### src/rtl/clk_rst_seq_pkg.sv
// Purpose: shared encodings and defaults for the clock-enable / reset sequencer.
// Latency: n/a (types and constants only).
// Backpressure: n/a.
package clk_rst_seq_pkg;

   // Reset-sequencer FSM states.
   typedef enum logic [1:0] {
      SEQ_HOLD    = 2'd0,
      SEQ_RELEASE = 2'd1,
      SEQ_RUN     = 2'd2
   } seq_state_t;

   // Master-clock divisors for the emulated CPU and PPU.
   localparam int NES_CPU_DIV = 12;
   localparam int NES_PPU_DIV = 4;

   // Packs two 8-bit per-channel fields as {ch1, ch0}, ch0 in the low byte.
   function automatic logic [15:0] pack2(input logic [7:0] ch1, input logic [7:0] ch0);
      return {ch1, ch0};
   endfunction

   localparam logic [15:0] DEF_CH_DIV   = pack2(8'(NES_PPU_DIV), 8'(NES_CPU_DIV));
   localparam logic [15:0] DEF_CH_PHASE = pack2(8'd0, 8'd0);

endpackage

### src/rtl/clk_rst_seq_clk_en_div.sv
// Purpose: one channel's programmable clock-enable divider with deferred divisor update.
// Latency: clk_en is a zero-latency decode of the registered counter; writes land at the next wrap.
// Backpressure: none; run=0 freezes the counter and forces clk_en low.
//
// Ports:
//   clk_mst, rst_mst : master clock, async active-high reset
//   run              : counter advance enable
//   wr, wr_data      : divisor write strobe and value for this channel
//   clk_en           : one-cycle enable strobe
module clk_en_div #(
   parameter int               DIV_W      = 8,
   parameter logic [DIV_W-1:0] INIT_DIV   = 8'd12,
   parameter logic [DIV_W-1:0] INIT_PHASE = 8'd0
) (
   input  logic             clk_mst,
   input  logic             rst_mst,
   input  logic             run,
   input  logic             wr,
   input  logic [DIV_W-1:0] wr_data,
   output logic             clk_en
);

   // A zero divisor behaves as divide-by-one.
   localparam logic [DIV_W-1:0] INIT_EFF = (INIT_DIV == '0) ? DIV_W'(1) : INIT_DIV;
   localparam logic [DIV_W-1:0] INIT_CNT = INIT_PHASE % INIT_EFF;

   logic [DIV_W-1:0] cnt;
   logic [DIV_W-1:0] div;
   logic [DIV_W-1:0] pend;
   logic             pend_vld;
   logic [DIV_W-1:0] eff_div;
   logic [DIV_W-1:0] term;

   assign eff_div = (div == '0) ? DIV_W'(1) : div;
   assign term    = eff_div - DIV_W'(1);
   assign clk_en  = run && (cnt == term);

   always_ff @(posedge clk_mst or posedge rst_mst) begin
      if (rst_mst) begin
         cnt      <= INIT_CNT;
         div      <= INIT_DIV;
         pend     <= '0;
         pend_vld <= 1'b0;
      end else begin
         if (run) begin
            // The wrap and a divisor swap both restart the count at 0.
            cnt <= clk_en ? '0 : cnt + DIV_W'(1);
         end
         // Only a value pending before this strobe is applied; a write in the
         // strobe cycle itself stays pending until the following wrap.
         if (clk_en && pend_vld) begin
            div <= pend;
         end
         if (wr) begin
            pend     <= wr_data;
            pend_vld <= 1'b1;
         end else if (clk_en) begin
            pend_vld <= 1'b0;
         end
      end
   end

endmodule

### src/rtl/clk_rst_seq.sv
// Purpose: per-channel clock-enable generation plus ordered, enable-aligned reset release.
// Latency: clk_en zero-latency decode; rst_en[i] falls the cycle after its release strobe.
// Backpressure: none; run=0 freezes counters, suppresses enables and stalls the release.
//
// Ports:
//   clk_mst, rst_mst     : master clock, async active-high reset
//   run                  : 1 = counters advance, 0 = halt
//   soft_rst             : one-cycle request to restart the reset sequence
//   div_wr/div_sel/div_data : runtime divisor write (out-of-range div_sel ignored)
//   clk_en[NUM_CH]       : per-channel enable strobes
//   rst_en[NUM_CH]       : per-channel active-high resets
//   seq_done             : all channel resets released
module clk_rst_seq
   import clk_rst_seq_pkg::*;
#(
   parameter int                      NUM_CH   = 2,
   parameter int                      DIV_W    = 8,
   parameter logic [NUM_CH*DIV_W-1:0] CH_DIV   = DEF_CH_DIV,
   parameter logic [NUM_CH*DIV_W-1:0] CH_PHASE = DEF_CH_PHASE,
   parameter int                      RST_HOLD = 16
) (
   input  logic              clk_mst,
   input  logic              rst_mst,
   input  logic              run,
   input  logic              soft_rst,
   input  logic              div_wr,
   input  logic [2:0]        div_sel,
   input  logic [DIV_W-1:0]  div_data,
   output logic [NUM_CH-1:0] clk_en,
   output logic [NUM_CH-1:0] rst_en,
   output logic              seq_done
);

   localparam int HOLD_W = (RST_HOLD > 1) ? $clog2(RST_HOLD) : 1;
   localparam int IDX_W  = (NUM_CH > 1) ? $clog2(NUM_CH) : 1;
   localparam logic [HOLD_W-1:0] HOLD_LAST = HOLD_W'(RST_HOLD - 1);
   localparam logic [IDX_W-1:0]  IDX_LAST  = IDX_W'(NUM_CH - 1);

   // ---------------- per-channel dividers ----------------
   logic [NUM_CH-1:0] ch_wr;

   for (genvar g = 0; g < NUM_CH; g++) begin : g_ch
      // Channels >= NUM_CH never decode, so out-of-range selects are dropped.
      assign ch_wr[g] = div_wr && (div_sel == 3'(g));

      clk_en_div #(
         .DIV_W      (DIV_W),
         .INIT_DIV   (CH_DIV[g*DIV_W +: DIV_W]),
         .INIT_PHASE (CH_PHASE[g*DIV_W +: DIV_W])
      ) u_div (
         .clk_mst (clk_mst),
         .rst_mst (rst_mst),
         .run     (run),
         .wr      (ch_wr[g]),
         .wr_data (div_data),
         .clk_en  (clk_en[g])
      );
   end

   // ---------------- reset sequencer ----------------
   seq_state_t        state,    state_nxt;
   logic [HOLD_W-1:0] hold_cnt, hold_nxt;
   logic [IDX_W-1:0]  idx,      idx_nxt;
   logic [NUM_CH-1:0] rst_nxt;
   logic              done_nxt;

   always_ff @(posedge clk_mst or posedge rst_mst) begin
      if (rst_mst) begin
         state    <= SEQ_HOLD;
         hold_cnt <= '0;
         idx      <= '0;
         rst_en   <= '1;
         seq_done <= 1'b0;
      end else begin
         state    <= state_nxt;
         hold_cnt <= hold_nxt;
         idx      <= idx_nxt;
         rst_en   <= rst_nxt;
         seq_done <= done_nxt;
      end
   end

   always_comb begin
      state_nxt = state;
      hold_nxt  = hold_cnt;
      idx_nxt   = idx;
      rst_nxt   = rst_en;
      done_nxt  = seq_done;

      case (state)
         SEQ_HOLD: begin
            // Counts on master cycles, independent of run.
            if (hold_cnt == HOLD_LAST) begin
               state_nxt = SEQ_RELEASE;
               idx_nxt   = '0;
            end else begin
               hold_nxt = hold_cnt + HOLD_W'(1);
            end
         end
         SEQ_RELEASE: begin
            // Release is aligned to the channel's own enable, so a halted
            // sequencer simply waits here.
            if (clk_en[idx]) begin
               rst_nxt[idx] = 1'b0;
               if (idx == IDX_LAST) begin
                  state_nxt = SEQ_RUN;
                  done_nxt  = 1'b1;
               end else begin
                  idx_nxt = idx + IDX_W'(1);
               end
            end
         end
         SEQ_RUN: begin
            done_nxt = 1'b1;
         end
         default: begin
            state_nxt = SEQ_HOLD;
         end
      endcase

      // Soft reset overrides any release happening on the same edge.
      if (soft_rst) begin
         state_nxt = SEQ_HOLD;
         hold_nxt  = '0;
         idx_nxt   = '0;
         rst_nxt   = '1;
         done_nxt  = 1'b0;
      end
   end

endmodule

### config.mk
export PLATFORM = sky130hd
export DESIGN_NAME = clk_rst_seq
export DESIGN_NICKNAME = d
export VERILOG_FILES = /design/src/rtl/clk_rst_seq_pkg.sv /design/src/rtl/clk_rst_seq_clk_en_div.sv /design/src/rtl/clk_rst_seq.sv
export SDC_FILE = /design/constraint.sdc
export NUM_CORES = 1
export LEC_CHECK = 0
export CORE_MARGIN = 2
export CORE_UTILIZATION = 48
export CTS_BUF_LIST = sky130_fd_sc_hd__clkbuf_8
export DETAILED_ROUTE_END_ITERATION = 8
export PLACE_DENSITY = 0.75
export SLEW_MARGIN = 30
export SYNTH_ARGS = -nofsm -noshare
export SYNTH_HDL_FRONTEND = slang
export SYNTH_HIERARCHICAL = 1
export SYNTH_SLANG_ARGS = --single-unit
export TNS_END_PERCENT = 20
### constraint.sdc
create_clock -name clk_mst -period 2.75 [get_ports clk_mst]
set_clock_uncertainty 0.05 [all_clocks]
set_input_delay 0.275 -clock clk_mst [delete_from_list [all_inputs] [get_ports clk_mst]]
set_output_delay 0.275 -clock clk_mst [all_outputs]
set_load 0.02 [all_outputs]
== Yosys cells after proc, flatten, opt, wreduce, memory -nomap -nowiden ==
Index checks and enable logic that the tools add are counted.
Word-level totals
  register bits after elaboration: 60
  input bits: 16
  logic and storage cells: 89
  output and inout bits: 5
Operators by class
  order comparisons: 2
  equal/unequal tests: 11
  mux-type cells: 32
  bitwise operators: 2
  reduce and logical (&&, ||, !) cells: 23
  add/subtract/negate cells: 6
Operators with widths (count)
  $mux W8: 4
  $add A8 B1 Y8 const B: 2
  $eq A8 B8 Y1: 2
  $logic_not A8 Y1: 2
  $sub A8 B1 Y8 const B: 2
  $mux W1: 14
  $mux W2: 7
  $mux W4: 3
  $reduce_bool A2 Y1: 5
  $ne A3 B3 Y1 const B: 3
  $logic_and A1 B1 Y1: 7
  $pmux W2 S3: 1
  $reduce_and A3 Y1: 2
  $reduce_bool A3 Y1: 2
  $add A4 B1 Y4 const B: 1
  $eq A4 B4 Y1 const B: 1
  $ne A2 B2 Y1 const B: 2
  $pmux W1 S2: 2
  $reduce_and A2 Y1: 2
  $reduce_and A4 Y1: 1
  $eq A3 B1 Y1 const B: 1
  $logic_not A3 Y1: 1
  $and A2 B2 Y2: 1
  $eq A2 B1 Y1 const B: 1
  7 further kinds: 7

== Logic depth before layout (Yosys ltp) ==
  depth in word-level cells: 10
  depth in mapped cells: 12
  gate-level depth less buffers: 12

== By module ==
The synthesis kept the hierarchy.
Modules (own cells, without submodules)
  clk_en_div at g_ch[0].u_div: cells each 113, instances 1, area each 1321.3 um^2, sequential area each 628.1 um^2
  clk_en_div at g_ch[1].u_div: cells each 113, instances 1, area each 1320.0 um^2, sequential area each 626.9 um^2
  clk_rst_seq: cells each 45, instances 1, area each 481.7 um^2, sequential area each 252.7 um^2

== Worst setup path before layout ==
Ideal clock, no wire load.
  path kind: register to register
  from: reg g_ch[1].u_div.div[3]
  to: reg seq_done
  data required time: 2622 ps
  arrival time: 2604 ps
  slack: 18 ps
  path buffers: 0
  stages on the path, launching flop included: 13
  cells stage by stage: dfrtp_1 -> nor4_2 -> a21oi_1 -> ha_1 -> xnor2_1 -> a21oi_1 -> o21ai_0 -> a211oi_2 -> nand2_1 -> inv_2 -> and4b_1 -> a21oi_1 -> a21oi_1
Between the ends
  cells in the longest elaborated chain, start to end: 9
Ends and longest elaborated chain
  from (decl): RTL line clk_rst_seq_clk_en_div.sv:28  | logic [DIV_W-1:0] div;
  from (signal assigned): RTL line clk_rst_seq_clk_en_div.sv:52  | div <= pend;
  $logic_not A8 Y1: RTL line clk_rst_seq_clk_en_div.sv:34  | assign eff_div = (div == '0) ? DIV_W'(1) : div;
  $mux W8 *: RTL line clk_rst_seq_clk_en_div.sv:34
  $sub A8 B1 Y8 *: RTL line clk_rst_seq_clk_en_div.sv:35  | assign term = eff_div - DIV_W'(1);
  $eq A8 B8 Y1 *: RTL line clk_rst_seq_clk_en_div.sv:36  | assign clk_en = run && (cnt == term);
  $logic_and A1 B1 Y1 *: RTL line clk_rst_seq_clk_en_div.sv:36
  via clk_en[1]: RTL line clk_rst_seq.sv:29  | output logic [NUM_CH-1:0] clk_en,
  $mux W1 (implied by the code) * (2 in series): RTL line clk_rst_seq.sv:103  | if (clk_en[idx]) begin
  $ne A3 B3 Y1 (no line) *
  $reduce_and A3 Y1 (no line) *
  to (signal assigned): RTL line clk_rst_seq.sv:79  | seq_done <= done_nxt;
  to (decl): RTL line clk_rst_seq.sv:31  | output logic seq_done
Mark *: on every way through the listed nets, which the timed path passes. The rest lies on a longest branch. The select of a mux whose other input is x is not followed.
A chain may end at the register's enable or synchronous reset.

== Worst setup path after layout ==
  from: reg g_ch[1].u_div.div[3]
  to: out clk_en[1]
Between the ends
  cells in the longest elaborated chain, start to end: 5
Ends and longest elaborated chain (RTL line)
  $logic_not A8 Y1: clk_rst_seq_clk_en_div.sv:34
  $mux W8 *: clk_rst_seq_clk_en_div.sv:34
  $sub A8 B1 Y8 *: clk_rst_seq_clk_en_div.sv:35
  $eq A8 B8 Y1 *: clk_rst_seq_clk_en_div.sv:36
  $logic_and A1 B1 Y1 *: clk_rst_seq_clk_en_div.sv:36
  to (decl): clk_rst_seq.sv:29
Every way passes the cells marked *; elsewhere a longest branch is shown, timed or not.

==> flow_metrics.env <==
export IMPL_status="finished, violations left"
export IMPL_violations="setup timing"
export IMPL_place_ws_ns=-0.122
export IMPL_finalHoldViolations=0
export IMPL_clk_latency_ns=0.35
export IMPL_clk_pin_slew_ns=0.07
export IMPL_initial_utilization_pct=49.5
export IMPL_syn_nets=292
export IMPL_postRouteAntennaNets=0
export IMPL_reg2reg_depth=10
export IMPL_critPathKind="reg2out"
export IMPL_yosys_warnings=6
export IMPL_routedWlPerCell_um=16.1
export IMPL_post_route_util_pct=63.8
export IMPL_power_leakage_nw=1.79
export IMPL_num_antenna_cells=0
export IMPL_crit_fanout=5
export IMPL_finalCritPeriodShare_pct=100
export IMPL_drv_cap=0
export IMPL_root_buffer="clkbuf_8"
export IMPL_viasPerCell=5.47
export IMPL_syn_inst=271
export IMPL_hpwl_um=4430
export IMPL_cp_arrival_ns=2.43
export IMPL_synth_top_flop_cell="dfrtp_1"
export IMPL_wirelength_um=6720
export IMPL_drive_above_1_share_pct=36.8
export IMPL_fin_crit_ns=2.76
export IMPL_clock_sinks=60
export IMPL_fmax_mhz=363
export IMPL_synth_edf_count=0
export IMPL_start_kind="flop"
export IMPL_h_tree_depth=3
export IMPL_drc_errors=0
export IMPL_cts_made_buffers=9
export IMPL_p_per_area_nw_per_um2=1240
export IMPL_grt_pass1_vias=2377
export IMPL_setup_viol=1
export IMPL_netlist_area_um2=3120
export IMPL_ys_ff_latch=60
export IMPL_rsz0062_at_grt="yes"
export IMPL_antenna_found_initial=0
export IMPL_final_cell_mix="dfrtp_1, buf_4, nor2_1"
export IMPL_grt_pass1_wl_um=11200
export IMPL_core_area_um2=6310
export IMPL_ir_worst_vdd_mv=0.780
export IMPL_grt_max_degree=26
export IMPL_drv_slew=0
export IMPL_grt_usage_pct=20.1
export IMPL_ys_async_sr_fraction_pct=100
export IMPL_ios=21
export IMPL_cp_end_kind="output port"
export IMPL_synthTopCellsByArea="dfrtp_1, mux2_4, mux2_2"
export IMPL_drt_iter0_markers=104
export IMPL_syn_area_per_cell_um2=11.5
export IMPL_synth_largest_area_cell="dfrtp_1"
export IMPL_hold_path_class="in2async"
export IMPL_synth_yosys_seq_area_share_pct=48.3
export IMPL_die_y_um=84.7
export IMPL_clock_path_buffers=2
export IMPL_cts_tree="done"
export IMPL_slew_headroom_pct=72.7
export IMPL_die_area_um2=7170
export IMPL_yosysTopAreaCellShare_pct=44.1
export IMPL_placed_cells=395
export IMPL_timing_setup_tns_ns=-0.00569
export IMPL_std_cell_rows=29
export IMPL_grt_overflow_total=0
export IMPL_fp_dieW_um=84.7
export IMPL_required_ns=2.42
export IMPL_p_total_w=0.00498
export IMPL_instances_no_fill=417
export IMPL_final_setup_worst_slack_ns=-0.00569
export IMPL_final_common_cell="dfrtp_1"
export IMPL_syn2layout_area_growth_pct=28.9
export IMPL_vias=2280
export IMPL_fin_nets=356
export IMPL_ys_types=44
export IMPL_tightest_slew_ns=0.409
export IMPL_io_buffers=20
export IMPL_dr_pass1_iters=6
export IMPL_gp_routability_congestion=0.803
==> worst max-delay path: stages (launching register included) <==
cell      delay [ns]
dfrtp_1         0.42
buf_6           0.15
or3_4           0.37
o21a_1          0.19
or3_1           0.33
a221oi_2        0.29
nand2_1         0.13
inv_2           0.08
buf_4           0.13
==> Yosys cell counts (6+ instances only) <==
cell type  instances
dfrtp_1           55
o21ai_0           12
inv_1             10
nor2_1            22
nand3_1            7
nand2_1           12
xor2_1            14
nand4_1            8
a21oi_1            9
xnor2_1           17
clkbuf_1           6
mux2_4            16
mux2_2            16
==> logic make-up after synthesis <==
kind of cell | Yosys count | synth area share, %
simple gates | 84 | 16.1
flops | 60 | 48.3
compound gates | 39 | 8.81
mux | 33 | 13.8
xor+xnor | 31 | 8.69
buf+inv | 19 | 2.28
fa+ha+maj | 5 | 2.00
==> metrics by stage <==
step	area, um^2	hold WS, ns
6_report	4030	0.230
5_1_grt	4030	0.270
4_1_cts	3900	0.223
3_5_place_dp	3660	0.434
2_1_floorplan	3120	0.0637
3_3_place_gp	3660	0.418
==> path summary, 6_finish.rpt <==
kind,start,end,slack (ns)
min in group clk_mst,rst_en[1],rst_en[1],0.44
worst min register to register,rst_en[1],rst_en[1],0.44
worst max register to register,g_ch[1].u_div/div[3],g_ch[1].u_div/div[6],0.02
max in group asynchronous,rst_mst,g_ch[0].u_div/div[3],2.05
worst min-delay path,rst_mst,idx,0.23
worst max-delay path,g_ch[1].u_div/div[3],clk_en[1],-0.006
==> routing by layer <==
layer,GRT usage [%],wire (um)
met4,6.64,114
met5,0,0
met3,8.16,329
met1,24.8,3080
met2,32.1,3200
==> report_power, final <==
part	switching (W)	internal, W	total [W]
Sequential	0.000281	0.00114	0.00143
Clock	0.000366	0.000412	0.000778
Combinational	0.00120	0.00157	0.00277
Total	0.00184	0.00313	0.00498
==> layout make-up <==
| cell class | instances | area (um^2) |
|---|---|---|
| Clock buffer | 9 | 124 |
| Clock inverter | 7 | 68.8 |
| Fill cell | 494 | 2290 |
| Inverter | 12 | 45.0 |
| Multi-Input combinational cell | 192 | 1670 |
| Sequential cell | 60 | 1510 |
| Tap cell | 77 | 96.3 |
| Timing Repair Buffer | 60 | 510 |
==> flip-flops by register name, indices dropped and copies added (netlist names) <==
name                 cells
g_ch.u_div/div          16
idx                      1
seq_done                 1
hold_cnt                 4
g_ch.u_div/cnt          16
g_ch.u_div/pend_vld      2
state                    2
rst_en                   2
g_ch.u_div/pend         16
==> timing repair <==
action | 4_1_cts | 5_1_grt
buffers inserted | 4 | 3
cloned | 0 | 0
pin swaps | 6 | 11
resized for setup | 15 | 21
endpoints found under the setup margin | 3 | 16
hold buffers | 0 | 0
(Power assumes the default switching activity.)
